### src/rtl/ivs_axi_rd_master_pkg.sv
// Shared AXI constants, state type and fixed AR attributes for the IVS AXI read initiator.
package ivs_axi_pkg;

    localparam logic [2:0] AXI_SIZE_16B   = 3'b100;
    localparam logic [1:0] AXI_BURST_INCR = 2'b01;

    localparam logic [1:0] AXI_RESP_OKAY   = 2'b00;
    localparam logic [1:0] AXI_RESP_EXOKAY = 2'b01;
    localparam logic [1:0] AXI_RESP_SLVERR = 2'b10;
    localparam logic [1:0] AXI_RESP_DECERR = 2'b11;

    localparam logic       AR_LOCK   = 1'b0;
    localparam logic [3:0] AR_CACHE  = 4'b0011;
    localparam logic [3:0] AR_REGION = 4'h0;
    localparam logic [3:0] AR_QOS    = 4'h0;
    localparam logic [2:0] AR_PORT   = 3'b000;
    localparam logic [7:0] AR_USER   = 8'h00;

    typedef enum logic [1:0] {
        ST_IDLE = 2'd0,
        ST_ADDR = 2'd1,
        ST_DATA = 2'd2
    } rd_state_e;

    // SLVERR and DECERR both have bit 1 set; OKAY/EXOKAY do not.
    function automatic logic is_bad_resp(input logic [1:0] resp);
        return resp[1];
    endfunction

endpackage

### src/rtl/ivs_axi_rd_master_if.sv
// AXI read address and read data channels between the IVS initiator and its responder.
interface ivs_axi_rd_if;
    logic         arvalid;
    logic         arready;
    logic [3:0]   arid;
    logic [31:0]  araddr;
    logic [5:0]   arlen;
    logic [2:0]   arsize;
    logic [1:0]   arburst;
    logic         arlock;
    logic [3:0]   arcache;
    logic [3:0]   arregion;
    logic [3:0]   arqos;
    logic [2:0]   arport;
    logic [7:0]   aruser;
    logic         rvalid;
    logic         rready;
    logic [3:0]   rid;
    logic [127:0] rdata;
    logic         rlast;
    logic [1:0]   rresp;

    modport master (
        output arvalid, arid, araddr, arlen, arsize, arburst, arlock,
               arcache, arregion, arqos, arport, aruser, rready,
        input  arready, rvalid, rid, rdata, rlast, rresp
    );

    modport slave (
        input  arvalid, arid, araddr, arlen, arsize, arburst, arlock,
               arcache, arregion, arqos, arport, aruser, rready,
        output arready, rvalid, rid, rdata, rlast, rresp
    );
endinterface

### src/rtl/ivs_axi_rd_master_fifo.sv
// Synchronous FIFO for R beats; head entry is read straight from storage registers.
module ivs_sync_fifo #(
    parameter int WIDTH = 129,
    parameter int DEPTH = 4
) (
    input  logic                       clk,
    input  logic                       rst_n,
    input  logic                       push,
    input  logic [WIDTH-1:0]           push_data,
    input  logic                       pop,
    output logic [WIDTH-1:0]           rd_data,
    output logic [$clog2(DEPTH):0]     count,
    output logic                       full,
    output logic                       empty
);
    localparam int AW = $clog2(DEPTH);
    localparam int CW = AW + 1;

    logic [WIDTH-1:0] mem_q [DEPTH];
    logic [WIDTH-1:0] mem_d [DEPTH];
    logic [AW-1:0]    wr_ptr_q, wr_ptr_d;
    logic [AW-1:0]    rd_ptr_q, rd_ptr_d;
    logic [CW-1:0]    count_q, count_d;
    logic             do_push, do_pop;

    assign full    = (count_q == CW'(DEPTH));
    assign empty   = (count_q == '0);
    assign count   = count_q;
    assign rd_data = mem_q[rd_ptr_q];
    assign do_push = push && !full;
    assign do_pop  = pop && !empty;

    // Pointers wrap naturally because DEPTH is a power of two.
    always_comb begin
        mem_d    = mem_q;
        wr_ptr_d = wr_ptr_q;
        rd_ptr_d = rd_ptr_q;
        if (do_push) begin
            mem_d[wr_ptr_q] = push_data;
            wr_ptr_d        = wr_ptr_q + 1'b1;
        end
        if (do_pop) begin
            rd_ptr_d = rd_ptr_q + 1'b1;
        end
        count_d = count_q + CW'(do_push) - CW'(do_pop);
    end

    always_ff @(posedge clk or negedge rst_n) begin
        if (!rst_n) begin
            for (int i = 0; i < DEPTH; i++) begin
                mem_q[i] <= '0;
            end
            wr_ptr_q <= '0;
            rd_ptr_q <= '0;
            count_q  <= '0;
        end else begin
            mem_q    <= mem_d;
            wr_ptr_q <= wr_ptr_d;
            rd_ptr_q <= rd_ptr_d;
            count_q  <= count_d;
        end
    end

endmodule

### src/rtl/ivs_axi_rd_master.sv
// IVS AXI read initiator: one INCR burst per command, R beats buffered into a FIFO stream.
// Optional macro IVS_AXI_RD_PROT_CHK_EN adds rid and beat-count protocol checks to err.
//
// state | meaning
// IDLE  | ready for a command, previous burst complete
// ADDR  | AR request presented, waiting for arready
// DATA  | collecting R beats until rlast
module ivs_axi_rd_master
    import ivs_axi_pkg::*;
#(
    parameter logic [3:0] ID_VAL     = 4'h0,
    parameter int         FIFO_DEPTH = 4
) (
    input  logic          aclk,
    input  logic          arest_n,
    input  logic          cmd_valid,
    output logic          cmd_ready,
    input  logic [31:0]   cmd_addr,
    input  logic [5:0]    cmd_len,
    ivs_axi_rd_if.master  axi,
    output logic          dout_valid,
    input  logic          dout_ready,
    output logic [127:0]  dout_data,
    output logic          dout_last,
    output logic          done,
    output logic          err
);
    localparam int CW = $clog2(FIFO_DEPTH) + 1;

    rd_state_e   state_q, state_d;
    logic [31:0] addr_q, addr_d;
    logic [5:0]  len_q, len_d;
    logic [5:0]  cnt_q, cnt_d;
    logic        wrap_q, wrap_d;
    logic        bad_q, bad_d;
    logic        done_q, done_d;
    logic        err_q, err_d;

    logic          beat_hs, beat_bad;
    logic [128:0]  fifo_rd;
    logic [CW-1:0] fifo_count;
    logic          fifo_full, fifo_empty;

    assign beat_hs = axi.rvalid && axi.rready && (state_q == ST_DATA);

    always_comb begin
        beat_bad = is_bad_resp(axi.rresp);
`ifdef IVS_AXI_RD_PROT_CHK_EN
        if (axi.rid != ID_VAL) beat_bad = 1'b1;
        if (axi.rlast && (wrap_q || cnt_q != len_q)) beat_bad = 1'b1;
        if (!axi.rlast && (wrap_q || cnt_q >= len_q)) beat_bad = 1'b1;
`endif
    end

`ifndef IVS_AXI_RD_PROT_CHK_EN
    logic prot_unused;
    assign prot_unused = ^{axi.rid, wrap_q, cnt_q};
`endif

    always_ff @(posedge aclk or negedge arest_n) begin
        if (!arest_n) state_q <= ST_IDLE;
        else          state_q <= state_d;
    end

    always_comb begin
        state_d = state_q;
        case (state_q)
            ST_IDLE: if (cmd_valid)                state_d = ST_ADDR;
            ST_ADDR: if (axi.arready)              state_d = ST_DATA;
            ST_DATA: if (beat_hs && axi.rlast)     state_d = ST_IDLE;
            default:                               state_d = ST_IDLE;
        endcase
    end

    always_comb begin
        cmd_ready    = (state_q == ST_IDLE);
        axi.arvalid  = (state_q == ST_ADDR);
        axi.rready   = (fifo_count < CW'(FIFO_DEPTH));
        axi.arid     = ID_VAL;
        axi.araddr   = addr_q;
        axi.arlen    = len_q;
        axi.arsize   = AXI_SIZE_16B;
        axi.arburst  = AXI_BURST_INCR;
        axi.arlock   = AR_LOCK;
        axi.arcache  = AR_CACHE;
        axi.arregion = AR_REGION;
        axi.arqos    = AR_QOS;
        axi.arport   = AR_PORT;
        axi.aruser   = AR_USER;
        done         = done_q;
        err          = err_q;
    end

    // Beat counter is 6 bits plus a sticky wrap flag so a 65th beat is still detectable.
    always_comb begin
        addr_d = addr_q;
        len_d  = len_q;
        cnt_d  = cnt_q;
        wrap_d = wrap_q;
        bad_d  = bad_q;
        done_d = 1'b0;
        err_d  = 1'b0;
        if (state_q == ST_IDLE && cmd_valid) begin
            addr_d = {cmd_addr[31:4], 4'h0};
            len_d  = cmd_len;
            bad_d  = 1'b0;
        end
        if (state_q == ST_ADDR && axi.arready) begin
            cnt_d  = '0;
            wrap_d = 1'b0;
        end
        if (beat_hs) begin
            cnt_d = cnt_q + 6'd1;
            if (cnt_q == 6'h3F) wrap_d = 1'b1;
            bad_d = bad_q | beat_bad;
            if (axi.rlast) begin
                done_d = 1'b1;
                err_d  = bad_q | beat_bad;
            end
        end
    end

    always_ff @(posedge aclk or negedge arest_n) begin
        if (!arest_n) begin
            addr_q <= '0;
            len_q  <= '0;
            cnt_q  <= '0;
            wrap_q <= 1'b0;
            bad_q  <= 1'b0;
            done_q <= 1'b0;
            err_q  <= 1'b0;
        end else begin
            addr_q <= addr_d;
            len_q  <= len_d;
            cnt_q  <= cnt_d;
            wrap_q <= wrap_d;
            bad_q  <= bad_d;
            done_q <= done_d;
            err_q  <= err_d;
        end
    end

    ivs_sync_fifo #(
        .WIDTH (129),
        .DEPTH (FIFO_DEPTH)
    ) u_fifo (
        .clk       (aclk),
        .rst_n     (arest_n),
        .push      (beat_hs && !fifo_full),
        .push_data ({axi.rdata, axi.rlast}),
        .pop       (dout_valid && dout_ready),
        .rd_data   (fifo_rd),
        .count     (fifo_count),
        .full      (fifo_full),
        .empty     (fifo_empty)
    );

    assign dout_valid = !fifo_empty;
    assign dout_data  = fifo_rd[128:1];
    assign dout_last  = fifo_rd[0];

endmodule

### src/flat_wrapper.sv
// flat-port wrapper written by rule: the top's interface ports become plain ports
module ivs_axi_rd_master_flat import ivs_axi_pkg::*;
#(
    parameter logic [3:0] ID_VAL     = 4'h0,
    parameter int         FIFO_DEPTH = 4
)
  (aclk, arest_n, cmd_valid, cmd_ready, cmd_addr, cmd_len, dout_valid, dout_ready, dout_data, dout_last, done, err, axi_arvalid, axi_arid, axi_araddr, axi_arlen, axi_arsize, axi_arburst, axi_arlock, axi_arcache, axi_arregion, axi_arqos, axi_arport, axi_aruser, axi_rready, axi_arready, axi_rvalid, axi_rid, axi_rdata, axi_rlast, axi_rresp);
  ivs_axi_rd_if axi_i ();
  input  logic aclk;
  input  logic arest_n;
  input  logic cmd_valid;
  output logic cmd_ready;
  input  logic [31:0] cmd_addr;
  input  logic [5:0] cmd_len;
  output logic dout_valid;
  input  logic dout_ready;
  output logic [127:0] dout_data;
  output logic dout_last;
  output logic done;
  output logic err;
  output wire logic [$bits(axi_i.arvalid)-1:0] axi_arvalid;
  output wire logic [$bits(axi_i.arid)-1:0] axi_arid;
  output wire logic [$bits(axi_i.araddr)-1:0] axi_araddr;
  output wire logic [$bits(axi_i.arlen)-1:0] axi_arlen;
  output wire logic [$bits(axi_i.arsize)-1:0] axi_arsize;
  output wire logic [$bits(axi_i.arburst)-1:0] axi_arburst;
  output wire logic [$bits(axi_i.arlock)-1:0] axi_arlock;
  output wire logic [$bits(axi_i.arcache)-1:0] axi_arcache;
  output wire logic [$bits(axi_i.arregion)-1:0] axi_arregion;
  output wire logic [$bits(axi_i.arqos)-1:0] axi_arqos;
  output wire logic [$bits(axi_i.arport)-1:0] axi_arport;
  output wire logic [$bits(axi_i.aruser)-1:0] axi_aruser;
  output wire logic [$bits(axi_i.rready)-1:0] axi_rready;
  input wire logic [$bits(axi_i.arready)-1:0] axi_arready;
  input wire logic [$bits(axi_i.rvalid)-1:0] axi_rvalid;
  input wire logic [$bits(axi_i.rid)-1:0] axi_rid;
  input wire logic [$bits(axi_i.rdata)-1:0] axi_rdata;
  input wire logic [$bits(axi_i.rlast)-1:0] axi_rlast;
  input wire logic [$bits(axi_i.rresp)-1:0] axi_rresp;
  assign axi_arvalid = axi_i.arvalid;
  assign axi_arid = axi_i.arid;
  assign axi_araddr = axi_i.araddr;
  assign axi_arlen = axi_i.arlen;
  assign axi_arsize = axi_i.arsize;
  assign axi_arburst = axi_i.arburst;
  assign axi_arlock = axi_i.arlock;
  assign axi_arcache = axi_i.arcache;
  assign axi_arregion = axi_i.arregion;
  assign axi_arqos = axi_i.arqos;
  assign axi_arport = axi_i.arport;
  assign axi_aruser = axi_i.aruser;
  assign axi_rready = axi_i.rready;
  assign axi_i.arready = axi_arready;
  assign axi_i.rvalid = axi_rvalid;
  assign axi_i.rid = axi_rid;
  assign axi_i.rdata = axi_rdata;
  assign axi_i.rlast = axi_rlast;
  assign axi_i.rresp = axi_rresp;
  ivs_axi_rd_master #(.ID_VAL(ID_VAL), .FIFO_DEPTH(FIFO_DEPTH)) u_core (.aclk(aclk), .arest_n(arest_n), .cmd_valid(cmd_valid), .cmd_ready(cmd_ready), .cmd_addr(cmd_addr), .cmd_len(cmd_len), .axi(axi_i), .dout_valid(dout_valid), .dout_ready(dout_ready), .dout_data(dout_data), .dout_last(dout_last), .done(done), .err(err));
endmodule
### config.mk
export PLATFORM = sky130hd
export DESIGN_NAME = ivs_axi_rd_master_flat
export DESIGN_NICKNAME = d
export VERILOG_FILES = /design/src/rtl/ivs_axi_rd_master_pkg.sv /design/src/rtl/ivs_axi_rd_master_if.sv /design/src/rtl/ivs_axi_rd_master_fifo.sv /design/src/rtl/ivs_axi_rd_master.sv /design/src/flat_wrapper.sv
export SDC_FILE = /design/constraint.sdc
export NUM_CORES = 1
export LEC_CHECK = 0
export CAP_MARGIN = 20
export CORE_UTILIZATION = 40
export CTS_CLUSTER_DIAMETER = 40
export DETAILED_ROUTE_END_ITERATION = 10
export GPL_TIMING_DRIVEN = 0
export PLACE_DENSITY_LB_ADDON = 0.08
export SLEW_MARGIN = 20
export SYNTH_ARGS = -nofsm -noshare
export SYNTH_HDL_FRONTEND = slang
export SYNTH_SLANG_ARGS = --single-unit
### constraint.sdc
create_clock -name aclk -period 2.6 [get_ports aclk]
set_input_delay 0.65 -clock aclk [delete_from_list [all_inputs] [get_ports aclk]]
set_output_delay 0.65 -clock aclk [all_outputs]
set_load 0.02 [all_outputs]
==> results.py <==
metrics = {
    "status": {
        "status": "finished with violations",
        "violations": "setup timing",
    },
    "route": {
        "post_drt_wl_per_cell_um": 22.2,
        "drt-vias-per-instance": 4.96,
        "postRouteAntennaNets": 0,
        "drt-total-wl_um": 63600,
        "first_pass_iters": 4,
        "drcViolationCount": 0,
        "vias": 14200,
        "drt_iter0_markers": 514,
    },
    "setup_path": {
        "cpMostUsedCell": "buf_16",
        "reg2regPathDepth": 9,
        "crit_required_ns": 1.95,
        "cp_max_fo": 8,
        "ff2ff_setup_slack_ns": 0.35,
        "setup.worst_path.start_class": "register",
        "cp-end-kind": "primary output",
        "cp_slowest_cell": "mux4_2",
        "critPathTopFamily": "buffers and inverters",
        "path_cells": "buf_12 -> buf_16 -> buf_16 -> mux4_2 -> buf_6",
        "reg2reg_from": "u_core.state_q[0]",
        "reg2reg_to": "u_core.u_fifo.count[2]",
        "arrival_ns": 2.23,
        "critPathKind": "register to primary output",
        "critPathMaxStageDelay_ns": 0.57,
        "critPathBufInv": 4,
    },
    "logic_synthesis": {
        "ys_ff_latch": 562,
        "synth_area_leaders": "dfrtp_1 (54%), mux2_4 (24%), mux4_2 (11%)",
        "yosysTopAreaCellShare_pct": 53.9,
        "avgSynthCellArea_um2": 18.5,
        "synth_cell_types": 27,
        "synth_warnings": 0,
        "synth_largest_area_cell": "dfrtp_1",
        "syn_inst": 1412,
        "syn_area_um2": 26100,
        "seq_area_frac_synth_pct": 53.9,
    },
    "cts": {
        "cts.sinks": 562,
        "clk-insertion-delay-late_ns": 0.64,
        "cts_buffer_depth": 3,
        "cts_root_buf": "clkbuf_16",
        "cts_tree": "built",
        "htreeDepth": 3,
        "cts_buffers": 101,
        "path_clk_slew_ns": 0.05,
    },
    "floorplanning": {
        "die_x_um": 257,
        "rows": 93,
        "ioPinCount": 385,
        "core_area_um2": 64500,
        "die-area_um2": 66300,
        "die_h_um": 257,
        "start_util_pct": 40.5,
    },
    "flow_run": {
        "maxCapViolations": 0,
    },
    "cells_and_area": {
        "final_cells": 2863,
        "final_cell_mix": "dfrtp_1 (561), mux2_4 (420), clkdlybuf4s50_1 (205), buf_6 (140), mux2_2 (130)",
        "seq_area_um2": 14100,
        "post-route-util_pct": 54.7,
        "final_nets": 2108,
        "final_common_cell": "dfrtp_1",
        "drive_above_1_share_pct": 57.8,
        "fill_cells": 5187,
        "multiInputGateArea_um2": 11100,
        "syn_to_final_growth_pct": 35.0,
    },
    "global_routing": {
        "grt_pass1_vias": 15900,
        "antenna_found_initial": 6,
        "grt.total_usage_pct": 19.5,
        "grt_pass1_wl_um": 99300,
        "grt_overflow": 0,
        "grt_max_degree": 94,
    },
    "timing": {
        "slew_violations": 0,
        "setup_slack_ns": -0.281,
        "setup-violations-final": 129,
        "worstMarginPinSlew_ns": 0.521,
        "fmax_mhz": 347,
        "fin_crit_sh_pct": 111,
        "worst_clock_skew_ns": 0.0277,
        "hold_violations": 0,
        "min_period_ns": 2.88,
        "rsz0062_at_grt": "true",
        "relSlewSlack_pct": 65.2,
        "timing.setup.tns_ns": -27.39,
    },
    "power": {
        "p_total_mw": 46.9,
        "ir_worst_vdd_mv": 0.931,
        "power.density_nw_per_um2": 1330,
        "p_leak_nw": 17.6,
    },
    "placed_design": {
        "routabilityCongestion": 0.718,
        "port_buffers": 338,
        "dp_hpwl_um": 40400,
        "dp_cells": 2646,
    },
    "min_path": {
        "hold_end": "u_core.u_fifo.mem_q[133]",
        "min-delay-start": "u_core.u_fifo.mem_q[133]",
        "whs_path_depth": 1,
        "hold_path.class": "register to register",
    },
}
what timing repair did:
item / in CTS / in global routing
hold endpoints to repair: 61 / 0
resized for setup: 776 / 63
pin swaps: 0 / 0
setup buffers: 17 / 7
setup endpoints to repair: 130 / 140
gates cloned: 6 / 5
hold buffers: 1 / 0
state kept, by name, summed over array words and instances (netlist names):
register / flops
u_core.u_fifo.mem_q: 516
u_core.axi.araddr: 28
u_core.axi.arlen: 6
u_core.u_fifo.count: 3
u_core.state_q: 2
u_core.u_fifo.rd_ptr_q: 2
u_core.u_fifo.wr_ptr_q: 2
u_core.bad_q: 1
u_core.done: 1
u_core.err: 1
power by group:
| group | switching (mW) | total, mW | internal (mW) |
|---|---|---|---|
| clock network | 4.72 | 14.3 | 9.62 |
| logic | 7.50 | 18.5 | 11.0 |
| registers | 1.87 | 14.1 | 12.3 |
area by class of cell:
cell class | instances | area share (%)
plain buffers | 122 | 3.59
inverters | 9 | 0.0959
clock buffers | 123 | 8.01
repair buffers | 377 | 11.2
well taps | 855 | 3.04
multi-input cells | 749 | 31.5
clock inverters | 64 | 2.62
diodes | 2 | 0.0142
flip-flops and latches | 562 | 39.9
per-stage QoR:
step | hold WS, ns | instance area [um2] | setup slack [ns]
finish | 0.499 | 35200 | -0.281
global route | 0.508 | 35200 | -0.360
CTS | 0.500 | 35000 | -0.385
detailed placement | 0.485 | 30900 | -0.963
global placement | 0.482 | 30700 | -24.44
floorplan | 0.354 | 26200 | 0.283
worst max-delay path by stage:
stage | from | end | slack (ns) | cells after the start
5_1_grt | u_core.u_fifo.rd_ptr_q[0] | dout_data[55] | -0.36 | 6
3_3_place_gp | arest_n | u_core.u_fifo.mem_q[466] | -24.44 | 1
2_1_floorplan | axi_rvalid | u_core.u_fifo.count[2] | 0.28 | 9
4_1_cts | u_core.u_fifo.rd_ptr_q[0] | dout_data[83] | -0.38 | 6
6_report | u_core.u_fifo.rd_ptr_q[0] | dout_data[87] | -0.28 | 5
3_5_place_dp | u_core.u_fifo.rd_ptr_q[0] | dout_data[87] | -0.96 | 5
cell usage after synthesis (all sizes together):
cell and number:
o31a 1, a21oi 1, buf 117, a21o 1, xor2 1, mux2 550
nand2 7, and4bb 1, ha 6, mux4 129, a22o 1, clkbuf 10
fa 1, dfrtp 562, nor2 4, conb 2, inv 9, and2 1
or3 1, o21ai 1, xnor2 4, nor2b 2
logic make-up (layout without fill, tap and decap cells):
| logic type | count (synthesis) | count (layout) | share of synthesized area (%) |
|---|---|---|---|
| buf+inv | 136 | 695 | 4.12 |
| mux | 679 | 679 | 40.9 |
| flops | 562 | 562 | 53.9 |
| fa+ha+maj | 7 | 7 | 0.364 |
| compound gates | 5 | 5 | 0.134 |
| simple gates | 16 | 16 | 0.417 |
| xor+xnor | 5 | 5 | 0.168 |
| other cells | 2 | 39 | 0.0288 |
layer usage:
| metal | routed length (um) | global-route usage (%) |
|---|---|---|
| met1 | 28200 | 26.2 |
| met2 | 30300 | 30.6 |
| met3 | 3970 | 6.04 |
| met4 | 1140 | 4.67 |
| met5 | 51 | 0 |
Note: power is estimated with default switching activity, not from simulation.
